File: src/rtl/ofdm_pkg.sv
// Shared types and helpers for the OFDM receiver stages.
package ofdm_pkg;

   // Cyclic-prefix strip sequencing states.
   typedef enum logic [1:0] {
      ST_IDLE = 2'd0,
      ST_CP   = 2'd1,
      ST_BODY = 2'd2
   } cp_state_t;

   // Default prefix lengths (normal / extended).
   localparam int unsigned CP_SHORT_DEF  = 16;
   localparam int unsigned CP_LONG_DEF   = 32;

   // Default sample width for the generic Avalon-ST beat.
   localparam int unsigned ST_DATA_W_DEF = 32;

   // One Avalon-ST beat with packet framing and error qualifier.
   typedef struct packed {
      logic [ST_DATA_W_DEF-1:0] data;
      logic                     sop;
      logic                     eop;
      logic                     error;
   } st_beat_t;

   // Bits needed to hold values 0..n-1 (never less than 1).
   function automatic int unsigned cnt_width(input int unsigned n);
      int unsigned w;
      w = 1;
      while ((64'd1 << w) < 64'(n)) w = w + 1;
      return w;
   endfunction

endpackage

File: src/rtl/ofdm_st_out_reg.sv
// One-deep Avalon-ST output register: accepts a new beat whenever the
// slot is empty or being drained, holds data/flags stable while stalled.
module ofdm_st_out_reg
   import ofdm_pkg::*;
#(
   parameter type beat_t = st_beat_t
) (
   input  logic  clock_clk,
   input  logic  reset_reset,
   input  logic  in_load,
   input  beat_t in_beat,
   output logic  in_ready,
   output logic  out_valid,
   input  logic  out_ready,
   output beat_t out_beat
);

   assign in_ready = !out_valid || out_ready;

   // Load or drain the single output slot; hold everything while stalled.
   always_ff @(posedge clock_clk or posedge reset_reset) begin
      if (reset_reset) begin
         out_valid <= 1'b0;
         out_beat  <= '0;
      end else if (in_ready) begin
         out_valid <= in_load;
         if (in_load) out_beat <= in_beat;
      end
   end

endmodule

File: src/rtl/ofdm_cp_strip.sv
// Cyclic-prefix removal: drops the CP of each OFDM symbol in an input
// packet and emits every NFFT-sample body as its own output packet.
module ofdm_cp_strip
   import ofdm_pkg::*;
#(
   parameter int unsigned DATA_W   = 32,
   parameter int unsigned NFFT     = 64,
   parameter int unsigned CP_SHORT = CP_SHORT_DEF,
   parameter int unsigned CP_LONG  = CP_LONG_DEF,
   parameter int unsigned CNT_W    = 16
) (
   input  logic              clock_clk,
   input  logic              reset_reset,
   input  logic              cfg_cp_long,
   input  logic [DATA_W-1:0] asi_in0_data,
   input  logic              asi_in0_valid,
   output logic              asi_in0_ready,
   input  logic              asi_in0_startofpacket,
   input  logic              asi_in0_endofpacket,
   output logic [DATA_W-1:0] aso_out0_data,
   output logic              aso_out0_valid,
   input  logic              aso_out0_ready,
   output logic              aso_out0_startofpacket,
   output logic              aso_out0_endofpacket,
   output logic              aso_out0_error,
   output logic [CNT_W-1:0]  stat_sym_count,
   output logic              stat_trunc
);

   localparam int unsigned     SC_W     = cnt_width(CP_LONG + NFFT);
   localparam logic [SC_W-1:0] CP_S_LEN = SC_W'(CP_SHORT);
   localparam logic [SC_W-1:0] CP_L_LEN = SC_W'(CP_LONG);
   localparam logic [SC_W-1:0] LAST_OFS = SC_W'(NFFT - 1);

   typedef struct packed {
      logic [DATA_W-1:0] data;
      logic              sop;
      logic              eop;
      logic              error;
   } beat_t;

   cp_state_t       state;
   logic [SC_W-1:0] samp_cnt;
   logic [SC_W-1:0] samp_cnt_inc;
   logic [SC_W-1:0] cp_len;
   logic [SC_W-1:0] cp_len_nxt;
   logic [SC_W-1:0] body_last_cnt;
   logic            in_ready;
   logic            accept;
   logic            body_last;
   logic            fwd_load;
   beat_t           fwd_beat;
   beat_t           out_beat;

   assign asi_in0_ready = in_ready;
   assign accept        = asi_in0_valid && in_ready;
   assign cp_len_nxt    = cfg_cp_long ? CP_L_LEN : CP_S_LEN;
   assign samp_cnt_inc  = samp_cnt + SC_W'(1);
   assign body_last_cnt = cp_len + LAST_OFS;
   assign body_last     = (samp_cnt == body_last_cnt);

   // Build the beat to forward when a body sample is accepted.
   always_comb begin
      fwd_load       = 1'b0;
      fwd_beat       = '0;
      fwd_beat.data  = asi_in0_data;
      if (accept && state == ST_BODY && !asi_in0_startofpacket) begin
         fwd_load       = 1'b1;
         fwd_beat.sop   = (samp_cnt == cp_len);
         fwd_beat.eop   = body_last || asi_in0_endofpacket;
         fwd_beat.error = asi_in0_endofpacket && !body_last;
      end
   end

   // Symbol sequencing, prefix-length latch and statistics.
   always_ff @(posedge clock_clk or posedge reset_reset) begin
      if (reset_reset) begin
         state          <= ST_IDLE;
         samp_cnt       <= '0;
         cp_len         <= '0;
         stat_sym_count <= '0;
         stat_trunc     <= 1'b0;
      end else begin
         stat_trunc <= 1'b0;
         if (accept) begin
            if (asi_in0_startofpacket) begin
               // sop in CP/BODY abandons the current symbol and restarts here
               if (state != ST_IDLE) stat_trunc <= 1'b1;
               cp_len   <= cp_len_nxt;
               samp_cnt <= SC_W'(1);
               if (asi_in0_endofpacket) begin
                  stat_trunc <= 1'b1;
                  state      <= ST_IDLE;
               end else if (cp_len_nxt == SC_W'(1)) begin
                  state <= ST_BODY;
               end else begin
                  state <= ST_CP;
               end
            end else begin
               case (state)
                  ST_CP: begin
                     samp_cnt <= samp_cnt_inc;
                     if (asi_in0_endofpacket) begin
                        stat_trunc <= 1'b1;
                        state      <= ST_IDLE;
                     end else if (samp_cnt_inc == cp_len) begin
                        state <= ST_BODY;
                     end
                  end
                  ST_BODY: begin
                     if (body_last) begin
                        stat_sym_count <= stat_sym_count + CNT_W'(1);
                        samp_cnt       <= '0;
                        state          <= asi_in0_endofpacket ? ST_IDLE : ST_CP;
                     end else if (asi_in0_endofpacket) begin
                        stat_trunc <= 1'b1;
                        state      <= ST_IDLE;
                     end else begin
                        samp_cnt <= samp_cnt_inc;
                     end
                  end
                  default: state <= ST_IDLE;
               endcase
            end
         end
      end
   end

   ofdm_st_out_reg #(
      .beat_t (beat_t)
   ) u_out_reg (
      .clock_clk   (clock_clk),
      .reset_reset (reset_reset),
      .in_load     (fwd_load),
      .in_beat     (fwd_beat),
      .in_ready    (in_ready),
      .out_valid   (aso_out0_valid),
      .out_ready   (aso_out0_ready),
      .out_beat    (out_beat)
   );

   assign aso_out0_data          = out_beat.data;
   assign aso_out0_startofpacket = out_beat.sop;
   assign aso_out0_endofpacket   = out_beat.eop;
   assign aso_out0_error         = out_beat.error;

endmodule
File: config.mk
export PLATFORM = sky130hd
export DESIGN_NAME = ofdm_cp_strip
export DESIGN_NICKNAME = d
export VERILOG_FILES = /design/src/rtl/ofdm_pkg.sv /design/src/rtl/ofdm_st_out_reg.sv /design/src/rtl/ofdm_cp_strip.sv
export SDC_FILE = /design/constraint.sdc
export NUM_CORES = 1
export LEC_CHECK = 0
export CORE_ASPECT_RATIO = 0.75
export CORE_MARGIN = 4
export CORE_UTILIZATION = 46
export DETAILED_ROUTE_END_ITERATION = 12
export PLACE_DENSITY = 0.8
export SYNTH_ARGS = -nofsm -noshare
export SYNTH_HDL_FRONTEND = slang
export SYNTH_SLANG_ARGS = --single-unit
File: constraint.sdc
create_clock -name clock_clk -period 2.9 [get_ports clock_clk]
set_input_delay 0.29 -clock clock_clk [delete_from_list [all_inputs] [get_ports clock_clk]]
set_output_delay 0.29 -clock clock_clk [all_outputs]
set_load 0.005 [all_outputs]
==> results.json, run 1 <==
{
  "clockRootBuffer": "clkbuf_8",
  "ys.flop_type": "dfrtp_1",
  "fmax_mhz": 369,
  "cts_setup_buffers": 0,
  "hold_viol": 0,
  "crit_buf_inv": 1,
  "cp_max_fo": 10,
  "cp-end-kind": "register",
  "power_density_nw_per_um2": 504,
  "first_iter_violations": 142,
  "area_growth_pct": 42.5,
  "ys_types": 39,
  "dp_hpwl_mm": 4.94,
  "slew_headroom": 0.562,
  "holdWs_ns": 0.375,
  "wl_per_cell_um": 15.5,
  "clockBufferDepth": 2,
  "start_util": 0.485,
  "synthTopCellsByCount": "dfrtp_1, mux2_2, nand2_1",
  "syn_area_per_cell_um2": 12.0,
  "ant_nets": 0,
  "synth-seq-area-share": 0.555,
  "vias": 2201,
  "post-route-min-period_ns": 2.71,
  "io-pin-count": 93,
  "grt_pass1_vias": 2281,
  "finalNetCount": 383,
  "clk_latency_ns": 0.33,
  "outcome": "complete, no violations",
  "routed_wl_mm": 6.51,
  "r2r-end": "samp_cnt[2]",
  "syn-num-nets": 287,
  "ys_warn_count": 0,
  "reg2reg_slack_ns": 0.19,
  "drv.max_cap_violation_count": 0,
  "gp_congestion": 0.834,
  "crit_cells": 8,
  "post-route-period-util": 0.933,
  "synth_top_area_frac": 0.555,
  "drive_gt1_frac": 0.164,
  "design.core.area_um2": 5950,
  "tns_ns": 0,
  "max_stage_delay_ns": 0.57,
  "synthesis.area_um2": 2890,
  "crit_slowest_cell": "or4_1",
  "worstPathCellList": "inv_1 > ha_1 > xnor2_1 > or4_1 > and2_4 > a311o_2 > or4b_1 > nand2_1",
  "ys_async_sr_fraction": 1.00,
  "cts.clk_slew.worst_paths_ns": 0.07,
  "cellLeakagePower_nw": 1.84,
  "yosysMostFrequentCell": "dfrtp_1",
  "grt-ovfl-total": 0,
  "clock_sink_count": 64,
  "r2r_start": "cp_len[4]",
  "synth_edf_count": 0,
  "io_buffers": 92,
  "die_h_um": 76.6,
  "vdd_drop_max_v": 0.000341,
  "fin_skew_ns": 0.00764,
  "antenna_found_initial": 0,
  "postCtsHoldBufs": 0,
  "worst_slew_pin_slew_ns": 0.656,
  "post_cts_resized": 0,
  "rsz0062_at_grt": "no",
  "route.detailed.drc": 0,
  "vias_per_cell": 5.24,
  "yosysTopAreaCell": "dfrtp_1",
  "synthCells": 241,
  "cp_top_family": "simple AND/OR/NAND/NOR gates",
  "startpoint_type": "register",
  "cts-buffers-inserted": 9,
  "htreeDepth": 3,
  "synth-seq-cells": 64,
  "synth_area_leaders": "dfrtp_1, mux2_2, xnor2_1",
  "cp-startpoint": "cp_len[4]",
  "crit_required_ns": 3.17,
  "dieWidth_um": 99.5,
  "hp-class": "primary input to asynchronous set/reset pin",
  "firstDrtPassIters": 4,
  "reg2reg_depth": 8,
  "rows": 24,
  "cts_tree": "yes",
  "report.final.slew_viol_count": 0,
  "grt_pass1_wl_mm": 11.1,
  "crit_type": "register to register",
  "diodes": 0,
  "setup_violations": 0,
  "die_area_um2": 7620,
  "track_usage": 0.184,
  "critical_path_arrival_ns": 2.98,
  "grt_max_degree": 35
}
-- worst max path at each step --
stage                   to  slack [ns]
3_5_place_dp   samp_cnt[2]        0.23
6_report       samp_cnt[2]        0.19
5_1_grt        samp_cnt[2]        0.09
4_1_cts        samp_cnt[2]        0.20
3_3_place_gp   samp_cnt[2]        0.29
2_1_floorplan  samp_cnt[2]        0.29
-- worst reg2reg max path, delay by kind of cell (launching register included) --
| family | cells | cell delay [ns] |
|---|---|---|
| fa+ha+maj | 1 | 0.21 |
| compound gates | 1 | 0.46 |
| simple gates | 4 | 1.33 |
| buf+inv | 1 | 0.09 |
| xor+xnor | 1 | 0.13 |
| flops | 1 | 0.42 |
-- power breakdown --
| part | internal, mW | switching (mW) | total, mW |
|---|---|---|---|
| Clock | 0.484 | 0.329 | 0.813 |
| Sequential | 0.943 | 0.0403 | 0.984 |
| Combinational | 0.170 | 0.108 | 0.278 |
-- cell usage in the layout, fill, tap and decap left out, types with 2 or more instances in the layout --
master / count
clkdlybuf4s50_1: 92
dfrtp_1: 64
mux2_2: 35
nand2_1: 20
xnor2_1: 18
o21ai_0: 11
nand3_1: 10
clkbuf_8: 9
inv_1: 8
nor2_1: 7
ha_1: 7
and3_1: 5
nand4_1: 4
o31ai_1: 4
nor3_1: 3
and4_1: 3
a31oi_1: 3
buf_4: 3
nand2b_1: 2
nand3b_1: 2
a21oi_1: 2
o41ai_1: 2
and2_1: 2
o21a_1: 2
xor2_1: 2
clkbuf_1: 2
bufinv_16: 2
-- state kept, by name, indices dropped and copies added, names as in the netlist --
| register | cells |
|---|---|
| state | 2 |
| samp_cnt | 7 |
| u_out_reg.out_beat | 35 |
| stat_trunc | 1 |
| u_out_reg.out_valid | 1 |
| cp_len | 2 |
| stat_sym_count | 16 |
-- routing by layer --
layer  GRT usage  vias to the layer above  routed length [µm]
li1            -                     1046                   -
met1       0.221                     1076                2700
met4      0.0559                        0                  57
met5           0                        -                   0
met3      0.0979                        4                 664
met2       0.286                       75                3100
-- logic make-up after synthesis --
group                    count (synthesis)  synth area share
AO/OA/AOI/OAI                           30            0.0690
XOR/XNOR                                20            0.0607
AND/OR/NAND/NOR                         64             0.117
multiplexers                            36             0.140
flip-flops                              64             0.555
buffers and inverters                   20            0.0277
adder cells (fa/ha/maj)                  7            0.0304
-- metrics by stage --
| step | instance area [µm²] | power [mW] | std cells | util | setup slack (ns) |
|---|---|---|---|---|---|
| 2_1_floorplan | 2890 | 1.12 | 241 | - | 0.293 |
| 3_3_place_gp | 3900 | 1.27 | 404 | 0.656 | 0.293 |
| 3_5_place_dp | 3900 | 1.28 | 404 | 0.656 | 0.229 |
| 4_1_cts | 4110 | 2.10 | 420 | 0.692 | 0.195 |
| 5_1_grt | 4110 | 2.18 | 420 | 0.692 | 0.0905 |
| 6_report | 4110 | 2.07 | 420 | 0.692 | 0.194 |
-- cell type report --
| type | count | area, µm² |
|---|---|---|
| multi-input combinational | 157 | 1200 |
| sequential | 64 | 1600 |
| timing repair buffer | 96 | 963 |
| fill | 447 | 1830 |
| clock buffer | 11 | 131 |
| tap | 78 | 97.6 |
| inverter | 9 | 33.8 |
| clock inverter | 5 | 81.3 |
(Power assumes the default switching activity.)
==> run 2: changes to the inputs <==
--- a/config.mk
+++ b/config.mk
@@ -5,11 +5,13 @@
 export SDC_FILE = /design/constraint.sdc
 export NUM_CORES = 1
 export LEC_CHECK = 0
+export CELL_PAD_IN_SITES_DETAIL_PLACEMENT = 1
+export CELL_PAD_IN_SITES_GLOBAL_PLACEMENT = 2
 export CORE_ASPECT_RATIO = 0.75
 export CORE_MARGIN = 4
-export CORE_UTILIZATION = 46
+export CORE_UTILIZATION = 29
 export DETAILED_ROUTE_END_ITERATION = 12
-export PLACE_DENSITY = 0.8
+export PLACE_DENSITY_LB_ADDON = 0.1
 export SYNTH_ARGS = -nofsm -noshare
 export SYNTH_HDL_FRONTEND = slang
 export SYNTH_SLANG_ARGS = --single-unit
==> run 2 against run 1 <==
  * Register-to-register slack about the same
  * Sequential share of layout area is 1.7 points lower
  * Utilization shrank 25 points
  * Cell count increased by 13%
  * Cell area rose by 4.7%
  * Sequential power barely moved
  * Sequential cell count unchanged
  * Maximum frequency fell by 0.29%
  * Die area grew 53%
  * Setup slack got worse by 0.0078 ns
  * Largest cell class unchanged
  * Largest power group is now the clock network
==> results.json, run 2 (synthesis gave the netlist of run 1 again) <==
{
  "r2r-end": "samp_cnt[5]",
  "regArea_um2": 1600,
  "largest-register": "u_out_reg.out_beat",
  "post-route-min-period_ns": 2.71,
  "gp_congestion": 0.817,
  "cp_max_fo": 10,
  "crit_required_ns": 3.11,
  "cts_setup_buffers": 0,
  "grt_pass1_vias": 2487,
  "vias_per_cell": 4.72,
  "slew_headroom": 0.574,
  "cellLeakagePower_nw": 1.90,
  "ant_nets": 0,
  "dp_hpwl_mm": 5.68,
  "rsz0062_at_grt": "no",
  "most-common-layout-cells": "clkdlybuf4s50_1, dfrtp_1, mux2_2",
  "finalNetCount": 385,
  "max_stage_delay_ns": 0.57,
  "dieWidth_um": 123,
  "firstDrtPassIters": 4,
  "drv.max_cap_violation_count": 0,
  "diodes": 0,
  "tns_ns": 0,
  "first_iter_violations": 120,
  "r2r_start": "samp_cnt[1]",
  "cts.clk_slew.worst_paths_ns": 0.06,
  "vias": 2247,
  "holdWs_ns": 0.341,
  "wl_per_cell_um": 15.9,
  "io-pin-count": 93,
  "crit_slowest_cell": "or4_1",
  "outcome": "complete, no violations",
  "clk_latency_ns": 0.33,
  "worstPathCellList": "ha_1 > nand3_1 > or4_1 > and2_4 > a311o_2 > nand2b_1 > o41ai_1",
  "startpoint_type": "register",
  "critical_path_arrival_ns": 2.92,
  "io_buffers": 92,
  "die_h_um": 94.4,
  "routed_wl_mm": 7.58,
  "top_regs": "u_out_reg.out_beat (35), stat_sym_count (16), samp_cnt (7)",
  "route.detailed.drc": 0,
  "fin_skew_ns": 0.00637,
  "design.core.area_um2": 9700,
  "power_density_nw_per_um2": 567,
  "cts-buffers-inserted": 9,
  "dp_worst_setup_slack_ns": 0.206,
  "vdd_drop_max_v": 0.000323,
  "die_area_um2": 11600,
  "multi_input_area_um2": 1200,
  "grt-ovfl-total": 0,
  "setup_ws_ns": 0.186,
  "reg2reg_slack_ns": 0.19,
  "area_growth_pct": 49.2,
  "cts_tree": "yes",
  "crit_type": "register to register",
  "drive_gt1_frac": 0.172,
  "htreeDepth": 3,
  "track_usage": 0.145,
  "reg2reg_depth": 7,
  "rows": 31,
  "fmax_mhz": 368,
  "clockRootBuffer": "clkbuf_16",
  "cp-startpoint": "samp_cnt[1]",
  "post-route-period-util": 0.936,
  "postCtsHoldBufs": 0,
  "antenna_found_initial": 0,
  "setup_violations": 0,
  "fillers": 1062,
  "hp-class": "primary input to asynchronous set/reset pin",
  "worst_slew_pin_slew_ns": 0.633,
  "clock_sink_count": 64,
  "grt_pass1_wl_mm": 12.8,
  "post_cts_resized": 0,
  "start_util": 0.298,
  "endpoint": "samp_cnt[5]",
  "hold_viol": 0,
  "grt_max_degree": 42,
  "report.final.slew_viol_count": 0,
  "layout_commonest_cell": "clkdlybuf4s50_1",
  "largest_reg_flops": 35,
  "cp-end-kind": "register",
  "clockBufferDepth": 2
}
-- run 2: changes by cell type in the layout (fill, tap and decap cells not counted), sizes merged --
cell      before  now
clkinv         2    1
buf            4    6
clkinvlp       1    2
-- run 2: cell type report --
type,count,area share
clock buffers,11,0.0564
repair buffers,98,0.227
inverters,9,0.00785
multi-input cells,157,0.280
well taps,132,0.0384
flip-flops and latches,64,0.372
clock inverters,5,0.0186
-- run 2: worst min path at each step --
stage	from	end	slack, ns	cells past startpoint
2_1_floorplan	cfg_cp_long	cp_len[4]	0.38	1
3_3_place_gp	stat_sym_count[15]	stat_sym_count[15]	0.46	1
3_5_place_dp	u_out_reg.out_beat[2]	u_out_reg.out_beat[2]	0.48	2
4_1_cts	reset_reset	u_out_reg.out_beat[27]	0.35	2
5_1_grt	reset_reset	u_out_reg.out_beat[27]	0.37	2
6_report	reset_reset	u_out_reg.out_beat[27]	0.34	2
-- run 2: per-layer routing --
layer	wire, µm	GRT usage
met5	0	0
met2	3210	0.199
met1	3290	0.186
met4	58	0.0332
met3	1020	0.100
-- run 2: worst max-delay path, delay by kind of cell (launching register included) --
family | cells | cell delay [ns]
and+or+nand+nor | 4 | 1.16
AOI/OAI and AO/OA | 2 | 0.76
DFF | 1 | 0.41
adders and majority gates | 1 | 0.27
-- run 2: through the flow --
step | instances | cell area [µm²] | util | power [mW]
finish | 476 | 4310 | 0.444 | 2.44
floorplan | 241 | 2890 | - | 1.12
global placement | 460 | 3980 | 0.411 | 1.29
global route | 476 | 4310 | 0.444 | 2.58
detailed placement | 460 | 3980 | 0.411 | 1.29
CTS | 476 | 4310 | 0.444 | 2.48
-- run 2: power breakdown --
group | switching [mW] | internal, mW | total, mW | leakage (nW)
logic | 0.116 | 0.172 | 0.288 | 0.883
registers | 0.0405 | 0.945 | 0.985 | 0.868
clock network | 0.394 | 0.774 | 1.17 | 0.152
==> run 3: changes to the inputs <==
--- a/config.mk
+++ b/config.mk
@@ -8,7 +8,6 @@
 export CELL_PAD_IN_SITES_DETAIL_PLACEMENT = 1
 export CELL_PAD_IN_SITES_GLOBAL_PLACEMENT = 2
 export CORE_ASPECT_RATIO = 0.75
-export CORE_MARGIN = 4
 export CORE_UTILIZATION = 29
 export DETAILED_ROUTE_END_ITERATION = 12
 export PLACE_DENSITY_LB_ADDON = 0.1
==> run 3 against run 2 <==
  * Via count fell by 0.13%
  * Sequential cell count did not move
  * First-iteration DRC count fell by 22%
  * Critical path depth rose by 1
  * Hold slack got worse by 0.024 ns
  * Sequential share of layout area rose by 0.40 points
  * Global-route usage rose by 0.70 points
  * Utilization fell by 0.30 points
  * Clock-buffer cell count rose by 1
  * Critical endpoint is now samp_cnt[2]
  * Largest power group unchanged
==> results.json, run 3 (synthesis gave the netlist of run 1 again) <==
{
  "die_h_um": 88.4,
  "top_regs": "u_out_reg.out_beat (35), stat_sym_count (16), samp_cnt (7)",
  "rows": 31,
  "drive_gt1_frac": 0.166,
  "worstPathCellList": "inv_1 > ha_1 > xnor2_1 > or4_1 > and2_4 > a311o_2 > or4b_1 > nand2_1",
  "layout_commonest_cell": "clkdlybuf4s50_1",
  "post-route-min-period_ns": 2.68,
  "die_area_um2": 10400,
  "outcome": "complete, no violations",
  "cts-buffers-inserted": 9,
  "cts.clk_slew.worst_paths_ns": 0.05,
  "power_mw": 2.33,
  "grt_max_degree": 40,
  "swShare": 0.226,
  "power_density_nw_per_um2": 546,
  "power_frac_seq": 0.420,
  "firstDrtPassIters": 4,
  "hp-class": "primary input to asynchronous set/reset pin",
  "grt_pass1_wl_mm": 11.7,
  "intPower_mw": 1.80,
  "first_iter_violations": 94,
  "gp_congestion": 0.785,
  "crit_required_ns": 3.16,
  "htreeDepth": 3,
  "report.final.slew_viol_count": 0,
  "slew_headroom": 0.665,
  "diodes": 0,
  "start_util": 0.299,
  "power_frac_clock": 0.452,
  "route.detailed.drc": 0,
  "io_buffers": 92,
  "fmax_mhz": 373,
  "p_switching_mw": 0.525,
  "tns_ns": 0,
  "antenna_found_initial": 0,
  "wl_per_cell_um": 15.3,
  "grt-ovfl-total": 0,
  "design.core.area_um2": 9660,
  "vdd_drop_max_v": 0.000291,
  "finalNetCount": 385,
  "startpoint_type": "register",
  "clk_latency_ns": 0.32,
  "routed_wl_mm": 7.29,
  "crit_slowest_cell": "or4_1",
  "post_cts_resized": 0,
  "grt_pass1_vias": 2251,
  "clockRootBuffer": "clkbuf_16",
  "post-route-period-util": 0.924,
  "track_usage": 0.152,
  "comb_power_share": 0.127,
  "io-pin-count": 93,
  "crit_buf_inv": 1,
  "critical_path_arrival_ns": 2.94,
  "fin_skew_ns": 0.00262,
  "hold_viol": 0,
  "largest_reg_flops": 35,
  "cts_setup_buffers": 0,
  "cp_top_family": "simple AND/OR/NAND/NOR gates",
  "cp-end-kind": "register",
  "setup_violations": 0,
  "dieWidth_um": 117,
  "area_growth_pct": 47.6,
  "most-common-layout-cells": "clkdlybuf4s50_1, dfrtp_1, mux2_2",
  "vias": 2244,
  "clock_sink_count": 64,
  "clockBufferDepth": 2,
  "postCtsHoldBufs": 0,
  "largest-register": "u_out_reg.out_beat",
  "cellLeakagePower_nw": 1.89,
  "drv.max_cap_violation_count": 0,
  "ant_nets": 0,
  "final_util": 0.441,
  "dp_hpwl_mm": 5.36,
  "cts_tree": "yes",
  "crit_type": "register to register",
  "cp_max_fo": 10,
  "worst_slew_pin_slew_ns": 0.502,
  "rsz0062_at_grt": "no",
  "vias_per_cell": 4.72,
  "max_stage_delay_ns": 0.55
}
run 3: power groups by stage:
stage / Sequential, mW / Combinational (mW) / Clock [mW]
after floorplan: 0.990 / 0.134 / 0
after global placement: 0.991 / 0.299 / 0
after detailed placement: 0.993 / 0.300 / 0
after CTS: 0.978 / 0.302 / 1.10
after global routing: 0.985 / 0.332 / 1.12
final: 0.978 / 0.297 / 1.05
run 3: layout make-up:
cell class	count	area (µm²)
Sequential cell	64	1600
Timing Repair Buffer	98	966
Fill cell	1040	5400
Multi-Input combinational cell	157	1200
Tap cell	132	165
Clock buffer	12	246
Inverter	9	33.8
Clock inverter	3	42.5
run 3: layer usage:
layer / part of all wire / global-route usage / vias up
met5: 0 / 0 / -
met4: 0.0096 / 0.0414 / 0
met2: 0.41 / 0.204 / 67
met3: 0.12 / 0.0973 / 9
met1: 0.46 / 0.198 / 1124
li1: - / - / 1044
run 3: final timing paths:
| kind | cells past startpoint | end | startpoint | slack (ns) |
|---|---|---|---|---|
| min in group clock_clk | 1 | stat_sym_count[15] | stat_sym_count[15] | 0.47 |
| worst min register to register | 1 | stat_sym_count[15] | stat_sym_count[15] | 0.47 |
| max in group asynchronous | 3 | u_out_reg.out_beat[15] | reset_reset | 1.88 |
| worst max register to register | 8 | samp_cnt[2] | cp_len[4] | 0.22 |
| worst min-delay path | 2 | u_out_reg.out_beat[20] | reset_reset | 0.32 |
| worst max-delay path | 8 | samp_cnt[2] | cp_len[4] | 0.22 |
run 3: stage by stage:
stage	hold slack, ns	std cells	cell area, µm²	setup WS (ns)
floorplan	0.380	241	2890	0.293
global placement	0.462	460	3970	0.279
detailed placement	0.466	460	3970	0.220
CTS	0.339	475	4260	0.205
global route	0.403	475	4260	0.0200
finish	0.317	475	4260	0.220
